[config.mk]
export PLATFORM = sky130hd
export DESIGN_NAME = pipe_stage_reg
export DESIGN_NICKNAME = d
export VERILOG_FILES = /design/src/rtl/pipe_pkg.sv /design/src/rtl/pipe_stage_reg_sat_counter.sv /design/src/rtl/pipe_stage_reg.sv
export SDC_FILE = /design/constraint.sdc
export NUM_CORES = 1
export LEC_CHECK = 0
export CAP_MARGIN = 0
export CORE_MARGIN = 5
export CORE_UTILIZATION = 49
export CTS_CLUSTER_SIZE = 14
export DETAILED_ROUTE_END_ITERATION = 12
export GPL_TIMING_DRIVEN = 0
export MAX_ROUTING_LAYER = met4
export PLACE_DENSITY = 0.8
export SLEW_MARGIN = 5
export SYNTH_ARGS = -nofsm -noshare
export SYNTH_HDL_FRONTEND = slang
export SYNTH_SLANG_ARGS = --single-unit
[constraint.sdc]
create_clock -name clk -period 1.8 [get_ports clk]
set_input_delay 0.27 -clock clk [delete_from_list [all_inputs] [get_ports clk]]
set_output_delay 0.27 -clock clk [all_outputs]
set_load 0.01 [all_outputs]
[src/rtl/pipe_pkg.sv]
// Shared MIPS pipeline-stage definitions: bundle widths and control-bit positions.
package pipe_pkg;

    // Per-stage bundle widths
    localparam int unsigned IFID_DATA_W  = 64;  // instruction 32 + PC+4 32
    localparam int unsigned IDEX_CTRL_W  = 9;
    localparam int unsigned EXMEM_CTRL_W = 4;
    localparam int unsigned MEMWB_CTRL_W = 3;
    localparam int unsigned MEMWB_DATA_W = 69;  // ReadData 32 + ALUOut 32 + WriteReg 5

    // Control-bit positions within the MEM/WB control bundle
    localparam int unsigned RW_BIT  = 0;
    localparam int unsigned M2R_BIT = 1;
    localparam int unsigned SYS_BIT = 2;

    // MEM/WB payloads; field order matches the bit indices above
    typedef struct packed {
        logic syscall;
        logic memtoreg;
        logic regwrite;
    } memwb_ctrl_t;

    typedef struct packed {
        logic [31:0] read_data;
        logic [31:0] alu_out;
        logic [4:0]  write_reg;
    } memwb_data_t;

endpackage

[src/rtl/pipe_stage_reg_sat_counter.sv]
// Saturating up-counter with synchronous clear, used for stall/bubble profiling.
module sat_counter
    import pipe_pkg::*;
#(
    parameter int unsigned CNT_W = 16
) (
    input  logic             clk,
    input  logic             reset,
    input  logic             clear,
    input  logic             enable,
    output logic [CNT_W-1:0] count
);

    localparam logic [CNT_W-1:0] CNT_MAX = '1;

    // Reset and clear win over counting; stop at all-ones instead of wrapping
    always_ff @(posedge clk) begin
        if (reset || clear) begin
            count <= '0;
        end else if (enable && (count != CNT_MAX)) begin
            count <= count + CNT_W'(1);
        end
    end

endmodule

[src/rtl/pipe_stage_reg.sv]
// Generic inter-stage pipeline register with ready/valid handshake, optional
// 2-entry skid buffer, flush-to-bubble and a bubble-cycle profiling counter.
module pipe_stage_reg
    import pipe_pkg::*;
#(
    parameter int unsigned CTRL_W = MEMWB_CTRL_W,
    parameter int unsigned DATA_W = MEMWB_DATA_W,
    parameter bit          SKID   = 1'b1,
    parameter int unsigned CNT_W  = 16
) (
    input  logic              clk,
    input  logic              reset,
    input  logic              flush,
    input  logic              in_valid,
    output logic              in_ready,
    input  logic [CTRL_W-1:0] in_ctrl,
    input  logic [DATA_W-1:0] in_data,
    output logic              out_valid,
    input  logic              out_ready,
    output logic [CTRL_W-1:0] out_ctrl,
    output logic [DATA_W-1:0] out_data,
    output logic [CNT_W-1:0]  bubble_cnt,
    input  logic              clr_cnt
);

    logic              main_valid;
    logic [CTRL_W-1:0] main_ctrl;
    logic [DATA_W-1:0] main_data;
    logic              in_xfer;
    logic              out_xfer;

    // A bubble must never drive RegWrite/MemWrite downstream
    assign out_valid = main_valid;
    assign out_ctrl  = main_ctrl & {CTRL_W{main_valid}};
    assign out_data  = main_data;

    assign in_xfer  = in_valid & in_ready;
    assign out_xfer = main_valid & out_ready;

    generate
        if (SKID) begin : g_skid
            logic              skid_valid;
            logic [CTRL_W-1:0] skid_ctrl;
            logic [DATA_W-1:0] skid_data;

            // Ready depends only on register state, breaking the upstream ready path
            assign in_ready = ~skid_valid;

            // Main/skid update: reset > flush > drain skid > load main > load skid > drain main
            always_ff @(posedge clk) begin
                if (reset) begin
                    main_valid <= 1'b0;
                    main_ctrl  <= '0;
                    main_data  <= '0;
                    skid_valid <= 1'b0;
                    skid_ctrl  <= '0;
                    skid_data  <= '0;
                end else if (flush) begin
                    main_valid <= 1'b0;
                    main_ctrl  <= '0;
                    skid_valid <= 1'b0;
                    skid_ctrl  <= '0;
                end else if (out_xfer && skid_valid) begin
                    main_ctrl  <= skid_ctrl;
                    main_data  <= skid_data;
                    skid_valid <= 1'b0;
                end else if (in_xfer && (!main_valid || out_xfer)) begin
                    main_valid <= 1'b1;
                    main_ctrl  <= in_ctrl;
                    main_data  <= in_data;
                end else if (in_xfer) begin
                    skid_valid <= 1'b1;
                    skid_ctrl  <= in_ctrl;
                    skid_data  <= in_data;
                end else if (out_xfer) begin
                    main_valid <= 1'b0;
                end
            end
        end else begin : g_single
            // Accept when empty or when the held entry leaves this cycle
            assign in_ready = out_ready | ~main_valid;

            // Single-entry update: reset > flush > load > drain
            always_ff @(posedge clk) begin
                if (reset) begin
                    main_valid <= 1'b0;
                    main_ctrl  <= '0;
                    main_data  <= '0;
                end else if (flush) begin
                    main_valid <= 1'b0;
                    main_ctrl  <= '0;
                end else if (in_xfer) begin
                    main_valid <= 1'b1;
                    main_ctrl  <= in_ctrl;
                    main_data  <= in_data;
                end else if (out_xfer) begin
                    main_valid <= 1'b0;
                end
            end
        end
    endgenerate

    // Counts every non-reset cycle in which the stage presents a bubble
    sat_counter #(
        .CNT_W (CNT_W)
    ) u_bubble_cnt (
        .clk    (clk),
        .reset  (reset),
        .clear  (clr_cnt),
        .enable (~main_valid),
        .count  (bubble_cnt)
    );

endmodule

==> impl_metrics.csv, run 1 <==
group,metric,value,unit
drt,total_number_of_vias,5911,
logic_synthesis,ys_top_cells_by_area,"sky130_fd_sc_hd__dfxtp_1 (49%), sky130_fd_sc_hd__mux2i_1 (12%), sky130_fd_sc_hd__a211oi_1 (8.6%), sky130_fd_sc_hd__nand2_1 (8.4%), sky130_fd_sc_hd__a21oi_1 (5.8%)",
clocking,cts_tree,"built",
final_layout,n_antenna_cell,0,
grt,grt_util_all_layers,22.3,%
logic_synthesis,ys_seq_elements,162,
die,die_area,15800,um2
clocking,numCtsBuffers,17,
critical_path,crit_path_start_kind,"flop",
clocking,clock-root-buffer,"sky130_fd_sc_hd__clkbuf_16",
drt,drt-total-wl,17400,um
timing,timing.clock.skew,4.14,ps
drt,routedWlPerCell,15.5,um
status,status,"finished clean",
clocking,ctsHtreeMaxLevel,4,
logic_synthesis,synth.avg_cell_area,8.79,um2
logic_synthesis,synthDominantCellAreaShare,49.4,%
die,row_count,42,
critical_path,cp_data_required_time,1530,ps
timing,period_minus_slack,1730,ps
grt,via_count_of_the_first_global_routing_pass,5708,
timing,relSlewSlack,59.4,%
logic_synthesis,post-synth-top-area-cell,"sky130_fd_sc_hd__dfxtp_1",
power_and_ir_drop,power,8420,uW
final_layout,final_net_count,1010,
logic_synthesis,netlist_area,6560,um2
timing,setup_violations,0,
timing,rsz_0062_raised_after_global_routing,"true",
critical_path,path_buf_inv,1,
power_and_ir_drop,power_frac_comb,10.7,%
place,placedInstanceArea,8440,um2
final_layout,area.growth.synth_to_final,39.9,%
logic_synthesis,unique_cell_type_count_in_the_yosys_netlist,42,
power_and_ir_drop,p_switching,1880,uW
critical_path,cp_slowest_cell,"sky130_fd_sc_hd__clkdlybuf4s50_1",
die,die-height,126,um
final_layout,nFillCells,1045,
grt,grt_max_degree,20,
logic_synthesis,synthArstFlopShare,0,%
critical_path,path_max_fanout,7,
drt,detailedRoute.firstPassIterationCount,4,
logic_synthesis,synth.yosys.warnings,0,
logic_synthesis,synth.net_count,826,
critical_path,critical_path.max_stage_delay,600,ps
min_path,hp-class,"input port to flop",
place,port_buffer_count,166,
die,starting_utilization_of_the_core_area,49.8,%
logic_synthesis,mapped_cells,747,
drt,drt_iter0_drc,362,
drt,drtAntennaViolNets,0,
final_layout,final_layout_size_suffix_gt1_share,8.91,%
clocking,cts_num_sinks,162,
timing,finalHoldViolations,0,
logic_synthesis,synth_common_cells,"sky130_fd_sc_hd__dfxtp_1 (162), sky130_fd_sc_hd__nand2_1 (146), sky130_fd_sc_hd__nor2_1 (85)",
power_and_ir_drop,power.share.clock,44.3,%
power_and_ir_drop,pint,6540,uW
die,core_region_area,13200,um2
timing,fmax,0.577,GHz
power_and_ir_drop,power.share.sequential,45.0,%
power_and_ir_drop,peakVddDrop,0.535,mV
critical_path,worst_setup_end_kind,"output port",
run,cap_viol_max_count,0,
logic_synthesis,seq_area_frac_synth,49.4,%
timing,hold_ws,284,ps
die,pin_count,168,
logic_synthesis,yosys.cell_count.top_type,"sky130_fd_sc_hd__dfxtp_1",
critical_path,cp_data_arrival_time,1460,ps
critical_path,timing.critical_path.max_delay_family,"buffers and inverters",
timing,measured_slew_at_the_worst_slew_check_pin,610,ps
place,globalplace.congestion,0.826,
final_layout,fin_area,9180,um2
clocking,insertion_delay,410,ps
timing,setup_total_negative_slack,0,ps
power_and_ir_drop,power_leakage,0.00371,uW
timing,fin_crit_sh,96.3,%
clocking,holdBufCountCts,0,
grt,grt_pass1_wl,28100,um
critical_path,critical_path_class,"flop to output port",
grt,grt_antenna_before_repair,0,
logic_synthesis,synth_flop_cell,"sky130_fd_sc_hd__dfxtp_1",
drt,detail_route.vias_per_cell,5.28,
timing,final_max_slew_viol_count,0,
logic_synthesis,synth-edff-count,0,
drt,drc_errors,0,
power_and_ir_drop,switching_share,22.3,%
die,chipWidth,126,um
place,post-dp-hpwl,12200,um
power_and_ir_drop,power-per-cell-area,917,nW/um2
clocking,clock_tree.buffer_depth,2,
critical_path,series_of_cell_instances_along_the_critical_path,"clkdlybuf4s50_1",
grt,gr-total-overflow,0,
clocking,path_clk_slew,60,ps
final_layout,final_util,69.6,%
## power by group through the flow
stage                     sequential [uW]  combinational [uW]  clock [uW]
after detailed placement             3870                 889           0
after global routing                 3810                 980        3920
after global placement               3860                 881           0
after CTS                            3790                 897        3780
after floorplan                      3910                 321           0
final                                3790                 899        3730
## through the flow
step                worst slack [ps]  cells
global route                   -30.3   1119
global placement                -436   1089
floorplan                        178    747
finish                          67.2   1119
CTS                           0.0738   1119
detailed placement              -447   1089
## registers in the layout, indices dropped and copies added, names as in the netlist
name / count
g_skid.skid_ctrl: 3
u_bubble_cnt.count: 16
out_valid: 1
main_ctrl: 3
g_skid.skid_valid: 1
g_skid.skid_data: 69
out_data: 69
## area by class of cell
class,count,area [um2],area share (%)
clock buffers,25,536,5.83
flip-flops and latches,162,3250,35.4
multi-input cells,522,3080,33.5
clock inverters,6,90.1,0.981
inverters,4,15.0,0.164
plain buffers,57,325,3.54
well taps,176,220,2.40
repair buffers,167,1670,18.2
## cells in the final DEF (no fill, tap or decap), drive strengths merged, types with 4 or more instances in the layout
cell / count
and2: 5
inv: 6
clkbuf: 64
buf: 19
nand2: 147
clkdlybuf4s50: 162
and3: 4
a31oi: 4
mux2i: 76
nor2: 85
nand4: 6
a211oi: 75
nor3: 4
dfxtp: 162
a21oi: 76
o31ai: 4
o21ai: 4
## timing repair
action / CTS / global route
buffers inserted: 0 / 1
pin swaps: 0 / 3
setup endpoints to repair: 123 / 121
gates resized for setup: 13 / 35
cloned: 0 / 0
endpoints found under the hold margin: 0 / 0
## cells by family after synthesis
logic type | count (synthesis) | share of synthesized area [%]
mux | 76 | 11.6
simple gates | 273 | 17.7
fa+ha+maj | 1 | 0.191
buf+inv | 63 | 4.44
flops | 162 | 49.4
compound gates | 172 | 16.7
## routing by layer
metal | share of wire (%) | up-vias | global-route usage [%]
met4 | 2.1 | 0 | 8.10
met2 | 50 | 196 | 37.2
li1 | - | 2980 | -
met1 | 43 | 2710 | 27.6
met3 | 5.3 | 25 | 3.51
met5 | 0 | - | -
## final timing paths
path	slack, ps	from	end	depth (start not counted)
worst max-delay path	70	u_bubble_cnt.count[9]	bubble_cnt[9]	1
worst min register to register	450	g_skid.skid_data[15]	g_skid.skid_data[15]	2
worst max register to register	110	u_bubble_cnt.count[1]	u_bubble_cnt.count[13]	6
worst min-delay path	280	reset	u_bubble_cnt.count[3]	3
Power figures use the tool's default switching activity.
==> run 2, diff against run 1 <==
Settings changed: CORE_UTILIZATION 49 to 44, PLACE_DENSITY 0.8 to 0.76.
Clock period 1.8 ns to 1.5 ns, I/O delays scaled along.
==> impl_metrics.csv, run 2 (same netlist as run 1, synthesis figures left out) <==
group,metric,value,unit
status,status,"finished with violations",
status,violations_in_the_final_reports,"negative setup slack",
min_path,holdCritStartpoint,"in_data[16]",
critical_path,cp_data_required_time,1850,ps
timing,relSlewSlack,43.4,%
drt,detail_route.vias_per_cell,5.86,
critical_path,r2r_start,"g_skid.skid_valid",
critical_path,worstReg2RegEnd,"g_skid.skid_data[66]",
final_layout,n_antenna_cell,0,
die,row_count,44,
run,cap_viol_max_count,0,
timing,measured_slew_at_the_worst_slew_check_pin,849,ps
die,starting_utilization_of_the_core_area,45.0,%
die,pin_count,168,
clocking,path_clk_slew,70,ps
clocking,clock_tree.buffer_depth,2,
clocking,ctsHtreeMaxLevel,4,
min_path,hp-class,"input port to flop",
timing,finalHoldViolations,0,
drt,drt-total-wl,26500,um
timing,hold_ws,380,ps
drt,total_number_of_vias,7003,
critical_path,cp-startpoint,"g_skid.skid_valid",
critical_path,worst_setup_end_kind,"flop",
grt,via_count_of_the_first_global_routing_pass,6433,
grt,grt_antenna_before_repair,0,
drt,detailedRoute.firstPassIterationCount,5,
clocking,cts_tree,"built",
critical_path,cp_data_arrival_time,2100,ps
clocking,clock-root-buffer,"sky130_fd_sc_hd__clkbuf_16",
critical_path,critical_path_class,"flop to flop",
final_layout,layout.cells.most_common,"sky130_fd_sc_hd__dfxtp_1",
critical_path,series_of_cell_instances_along_the_critical_path,"buf_6, and4bb_1, buf_6, and2_4, buf_12, buf_16, nand2_4, a21oi_2",
clocking,numCtsBuffers,17,
die,die-height,132,um
die,core_region_area,14600,um2
timing,period_minus_slack,1750,ps
place,globalplace.congestion,0.790,
clocking,insertion_delay,430,ps
critical_path,critPathMostFrequentCell,"sky130_fd_sc_hd__buf_6",
place,port_buffer_count,166,
final_layout,area.growth.synth_to_final,80.5,%
critical_path,critical_path.max_stage_delay,320,ps
timing,layout_setup_ws,-250,ps
timing,rsz_0062_raised_after_global_routing,"true",
timing,final_max_slew_viol_count,0,
critical_path,cp_slowest_cell,"sky130_fd_sc_hd__dfxtp_2",
grt,gr-total-overflow,0,
grt,grt_max_degree,17,
final_layout,final_layout_size_suffix_gt1_share,44.3,%
drt,drtAntennaViolNets,0,
timing,timing.clock.skew,11.1,ps
final_layout,mostFrequentLayoutCells,"sky130_fd_sc_hd__dfxtp_1 (146), sky130_fd_sc_hd__dlygate4sd2_1 (86), sky130_fd_sc_hd__nand2_1 (81), sky130_fd_sc_hd__clkdlybuf4s50_1 (76), sky130_fd_sc_hd__mux2i_1 (63)",
grt,grt_util_all_layers,24.9,%
critical_path,worst-r2r-setup-slack,-250,ps
timing,fin_crit_sh,117,%
die,die_area,17500,um2
grt,grt_pass1_wl,34300,um
clocking,holdBufCountCts,0,
place,preCtsSetupSlack,-699,ps
drt,drc_errors,0,
final_layout,final_net_count,1078,
power_and_ir_drop,power,10500,uW
die,chipWidth,132,um
min_path,worstHoldPathCells,3,
power_and_ir_drop,power_leakage,0.00509,uW
critical_path,crit_path_start_kind,"flop",
min_path,hold-path-endpoint,"g_skid.skid_data[16]",
power_and_ir_drop,power-per-cell-area,885,nW/um2
clocking,cts_num_sinks,162,
timing,setup_violations,142,
timing,fmax,0.571,GHz
critical_path,path_max_fanout,6,
drt,routedWlPerCell,22.2,um
critical_path,rr_worst_depth,8,
drt,drt_iter0_drc,462,
power_and_ir_drop,peakVddDrop,0.770,mV
place,post-dp-hpwl,12500,um
==> run 2: per-stage QoR <==
| stage | cell area (um2) | instances | setup TNS (ps) | utilization, % |
|---|---|---|---|---|
| after floorplan | 6580 | 747 | -177 | - |
| after global placement | 8470 | 1097 | -84330 | 58.1 |
| after detailed placement | 8470 | 1097 | -87500 | 58.1 |
| after CTS | 10500 | 1175 | -7890 | 71.6 |
| after global routing | 11800 | 1195 | -22700 | 81.2 |
| final | 11800 | 1195 | -15860 | 81.2 |
==> run 2: critical path, delay by kind of cell (launching register included) <==
| family | cells | cell delay, ps |
|---|---|---|
| flip-flops | 1 | 320 |
| AO/OA/AOI/OAI | 1 | 160 |
| AND/OR/NAND/NOR | 3 | 610 |
| buffers and inverters | 4 | 580 |
==> run 2: power breakdown <==
| part | internal (uW) | switching (uW) | total [uW] |
|---|---|---|---|
| clock network | 2470 | 1800 | 4270 |
| registers | 4440 | 150 | 4590 |
| logic | 808 | 813 | 1620 |
==> run 2: repair_timing <==
action,CTS,global route
gates resized for setup,363,322
pin swaps,59,137
gates cloned,13,7
buffers inserted,35,23
endpoints found under the setup margin,244,157
==> run 2: worst max-delay path by stage <==
| stage | cells after the start | slack, ps | endpoint |
|---|---|---|---|
| floorplan | 5 | -4 | out_data[0] |
| global placement | 8 | -660 | g_skid.skid_data[67] |
| detailed placement | 7 | -700 | g_skid.skid_data[45] |
| CTS | 10 | -200 | g_skid.skid_data[8] |
| global route | 8 | -290 | g_skid.skid_data[5] |
| finish | 8 | -250 | g_skid.skid_data[66] |
==> run 2: cell type report <==
type	instances	area [um2]
multi-input combinational	522	4590
sequential	162	3290
fill	791	2750
timing repair buffer	238	2510
buffer	54	641
clock buffer	20	447
tap	184	230
clock inverter	11	114
inverter	4	17.5
==> run 2: layer usage <==
| layer | routed length [um] | vias up | GRT usage (%) |
|---|---|---|---|
| met5 | 0 | - | - |
| met4 | 1220 | 0 | 11.0 |
| met3 | 1620 | 106 | 4.62 |
| met2 | 13000 | 367 | 40.0 |
| met1 | 10700 | 3394 | 30.5 |
| li1 | - | 3136 | - |
==> run 3, diff against run 2 <==
Settings changed: CORE_UTILIZATION 44 to 49, PLACE_DENSITY 0.76 to 0.8.
Clock period 1.5 ns to 1.9 ns, I/O delays scaled along.
==> impl_metrics.csv, run 3 (same netlist as run 1, synthesis figures left out) <==
group,metric,value,unit
status,status,"finished clean",
timing,fin_crit_sh,95.2,%
critical_path,worst-r2r-setup-slack,90,ps
final_layout,layout.cells.most_common,"sky130_fd_sc_hd__clkdlybuf4s50_1",
final_layout,instances_no_fill,1119,
clocking,ctsHtreeMaxLevel,4,
drt,routedWlPerCell,15.4,um
final_layout,final_net_count,1010,
min_path,hold-path-endpoint,"u_bubble_cnt.count[3]",
place,port_buffer_count,166,
power_and_ir_drop,p_switching,1770,uW
critical_path,cp_data_required_time,2230,ps
timing,relSlewSlack,58.0,%
timing,rsz_0062_raised_after_global_routing,"false",
clocking,cts_num_sinks,162,
drt,drt_iter0_drc,369,
run,cap_viol_max_count,0,
grt,via_count_of_the_first_global_routing_pass,5712,
timing,measured_slew_at_the_worst_slew_check_pin,630,ps
final_layout,mostFrequentLayoutCells,"sky130_fd_sc_hd__clkdlybuf4s50_1 (163), sky130_fd_sc_hd__dfxtp_1 (161), sky130_fd_sc_hd__nand2_1 (145), sky130_fd_sc_hd__nor2_1 (85)",
grt,grt_antenna_before_repair,0,
drt,drtAntennaViolNets,0,
timing,period_minus_slack,1810,ps
clocking,cts_tree,"built",
die,die_area,15800,um2
final_layout,fin_area,9100,um2
place,globalplace.congestion,0.826,
critical_path,worstReg2RegEnd,"g_skid.skid_data[58]",
timing,fmax,0.553,GHz
power_and_ir_drop,peakVddDrop,0.507,mV
critical_path,critical_path_class,"flop to flop",
die,pin_count,168,
drt,total_number_of_vias,5822,
final_layout,area.growth.synth_to_final,38.6,%
min_path,hp-class,"input port to flop",
min_path,holdCritStartpoint,"reset",
place,placedInstanceArea,8440,um2
power_and_ir_drop,power_leakage,0.00365,uW
critical_path,worst_setup_end_kind,"flop",
timing,final_max_slew_viol_count,0,
die,core_region_area,13200,um2
critical_path,rr_worst_depth,9,
clocking,numCtsBuffers,17,
timing,setup_violations,0,
final_layout,n_antenna_cell,0,
timing,finalHoldViolations,0,
grt,grt_pass1_wl,28100,um
power_and_ir_drop,power_frac_comb,10.6,%
drt,detail_route.vias_per_cell,5.20,
critical_path,crit_path_start_kind,"flop",
power_and_ir_drop,pint,6190,uW
drt,detailedRoute.firstPassIterationCount,5,
die,die-height,126,um
power_and_ir_drop,power.share.sequential,45.1,%
final_layout,final_layout_size_suffix_gt1_share,8.06,%
critical_path,r2r_start,"g_skid.skid_valid",
drt,drt-total-wl,17300,um
drt,drc_errors,0,
min_path,worstHoldPathCells,3,
grt,gr-total-overflow,0,
clocking,path_clk_slew,60,ps
clocking,clock-root-buffer,"sky130_fd_sc_hd__clkbuf_16",
grt,grt_util_all_layers,22.4,%
die,starting_utilization_of_the_core_area,49.8,%
critical_path,path_max_fanout,10,
clocking,insertion_delay,410,ps
critical_path,cp_data_arrival_time,2140,ps
power_and_ir_drop,power-per-cell-area,876,nW/um2
final_layout,final_util,69.0,%
die,row_count,42,
power_and_ir_drop,power.share.clock,44.3,%
place,placed_cells,1089,
grt,grt_max_degree,17,
power_and_ir_drop,switching_share,22.3,%
clocking,clock_tree.buffer_depth,2,
power_and_ir_drop,power,7970,uW
clocking,post_cts_buffers,0,
timing,timing.clock.skew,4.74,ps
die,chipWidth,126,um
place,post-dp-hpwl,12200,um
==> run 3: changes by cell type in the layout (fill, tap and decap cells not counted), moves of 61 or more <==
cell	previous run	this run
sky130_fd_sc_hd__a21oi_1	14	76
sky130_fd_sc_hd__a21oi_2	62	0
sky130_fd_sc_hd__clkdlybuf4s50_1	76	163
sky130_fd_sc_hd__dlygate4sd2_1	86	3
sky130_fd_sc_hd__nand2_1	81	145
sky130_fd_sc_hd__nor2_1	24	85
==> run 3: worst max path at each step <==
| stage | startpoint | end | cells after the start | slack [ps] |
|---|---|---|---|---|
| floorplan | u_bubble_cnt.count[0] | u_bubble_cnt.count[13] | 6 | 280 |
| global placement | out_ready | g_skid.skid_data[59] | 8 | -350 |
| CTS | g_skid.skid_valid | out_data[8] | 6 | 50 |
| detailed placement | out_ready | g_skid.skid_data[64] | 8 | -360 |
| finish | g_skid.skid_valid | g_skid.skid_data[58] | 9 | 90 |
| global route | u_bubble_cnt.count[5] | u_bubble_cnt.count[15] | 4 | 2 |
==> run 3: area by class of cell <==
class                           count  area, um2
Fill cell                        1057       4090
Sequential cell                   162       3250
Multi-Input combinational cell    522       3040
Timing Repair Buffer              166       1660
Clock buffer                       25        536
Buffer                             58        295
Tap cell                          176        220
Clock inverter                      6       90.1
Inverter                            4       15.0
==> run 3: stage by stage <==
stage	setup slack, ps	hold WS [ps]	setup TNS (ps)
after floorplan	278	421	0
after global placement	-351	440	-35420
after detailed placement	-362	446	-36390
after CTS	53.3	296	0
after global routing	2.34	358	0
final	91.1	299	0
==> run 3: timing repair <==
action / 4_1_cts / 5_1_grt
hold buffers: 0 / 0
resized for setup: 9 / 13
pin swaps: 0 / 0
endpoints found under the setup margin: 17 / 46
endpoints found under the hold margin: 0 / 0
cloned: 0 / 0
==> run 3: power by group through the flow <==
stage	clock network, uW	registers, uW	logic [uW]
after floorplan	0	3700	304
after global placement	0	3660	834
after detailed placement	0	3660	842
after CTS	3580	3590	850
after global routing	3710	3600	922
final	3530	3590	846
==> run 3: critical path: stages, from the launching register on <==
cell	delay, ps
sky130_fd_sc_hd__dfxtp_1	300
sky130_fd_sc_hd__buf_2	150
sky130_fd_sc_hd__and4bb_1	250
sky130_fd_sc_hd__buf_4	160
sky130_fd_sc_hd__and2_1	140
sky130_fd_sc_hd__clkbuf_4	190
sky130_fd_sc_hd__buf_6	160
sky130_fd_sc_hd__buf_6	150
sky130_fd_sc_hd__nand2_1	70
sky130_fd_sc_hd__a21oi_1	150
==> run 3: per-layer routing <==
| layer | GRT usage, % | vias up | part of all wire [%] |
|---|---|---|---|
| met4 | 8.10 | 0 | 2.1 |
| met5 | - | - | 0 |
| met3 | 3.51 | 25 | 4.7 |
| met1 | 27.6 | 2655 | 44 |
| met2 | 37.2 | 168 | 49 |
| li1 | - | 2974 | - |
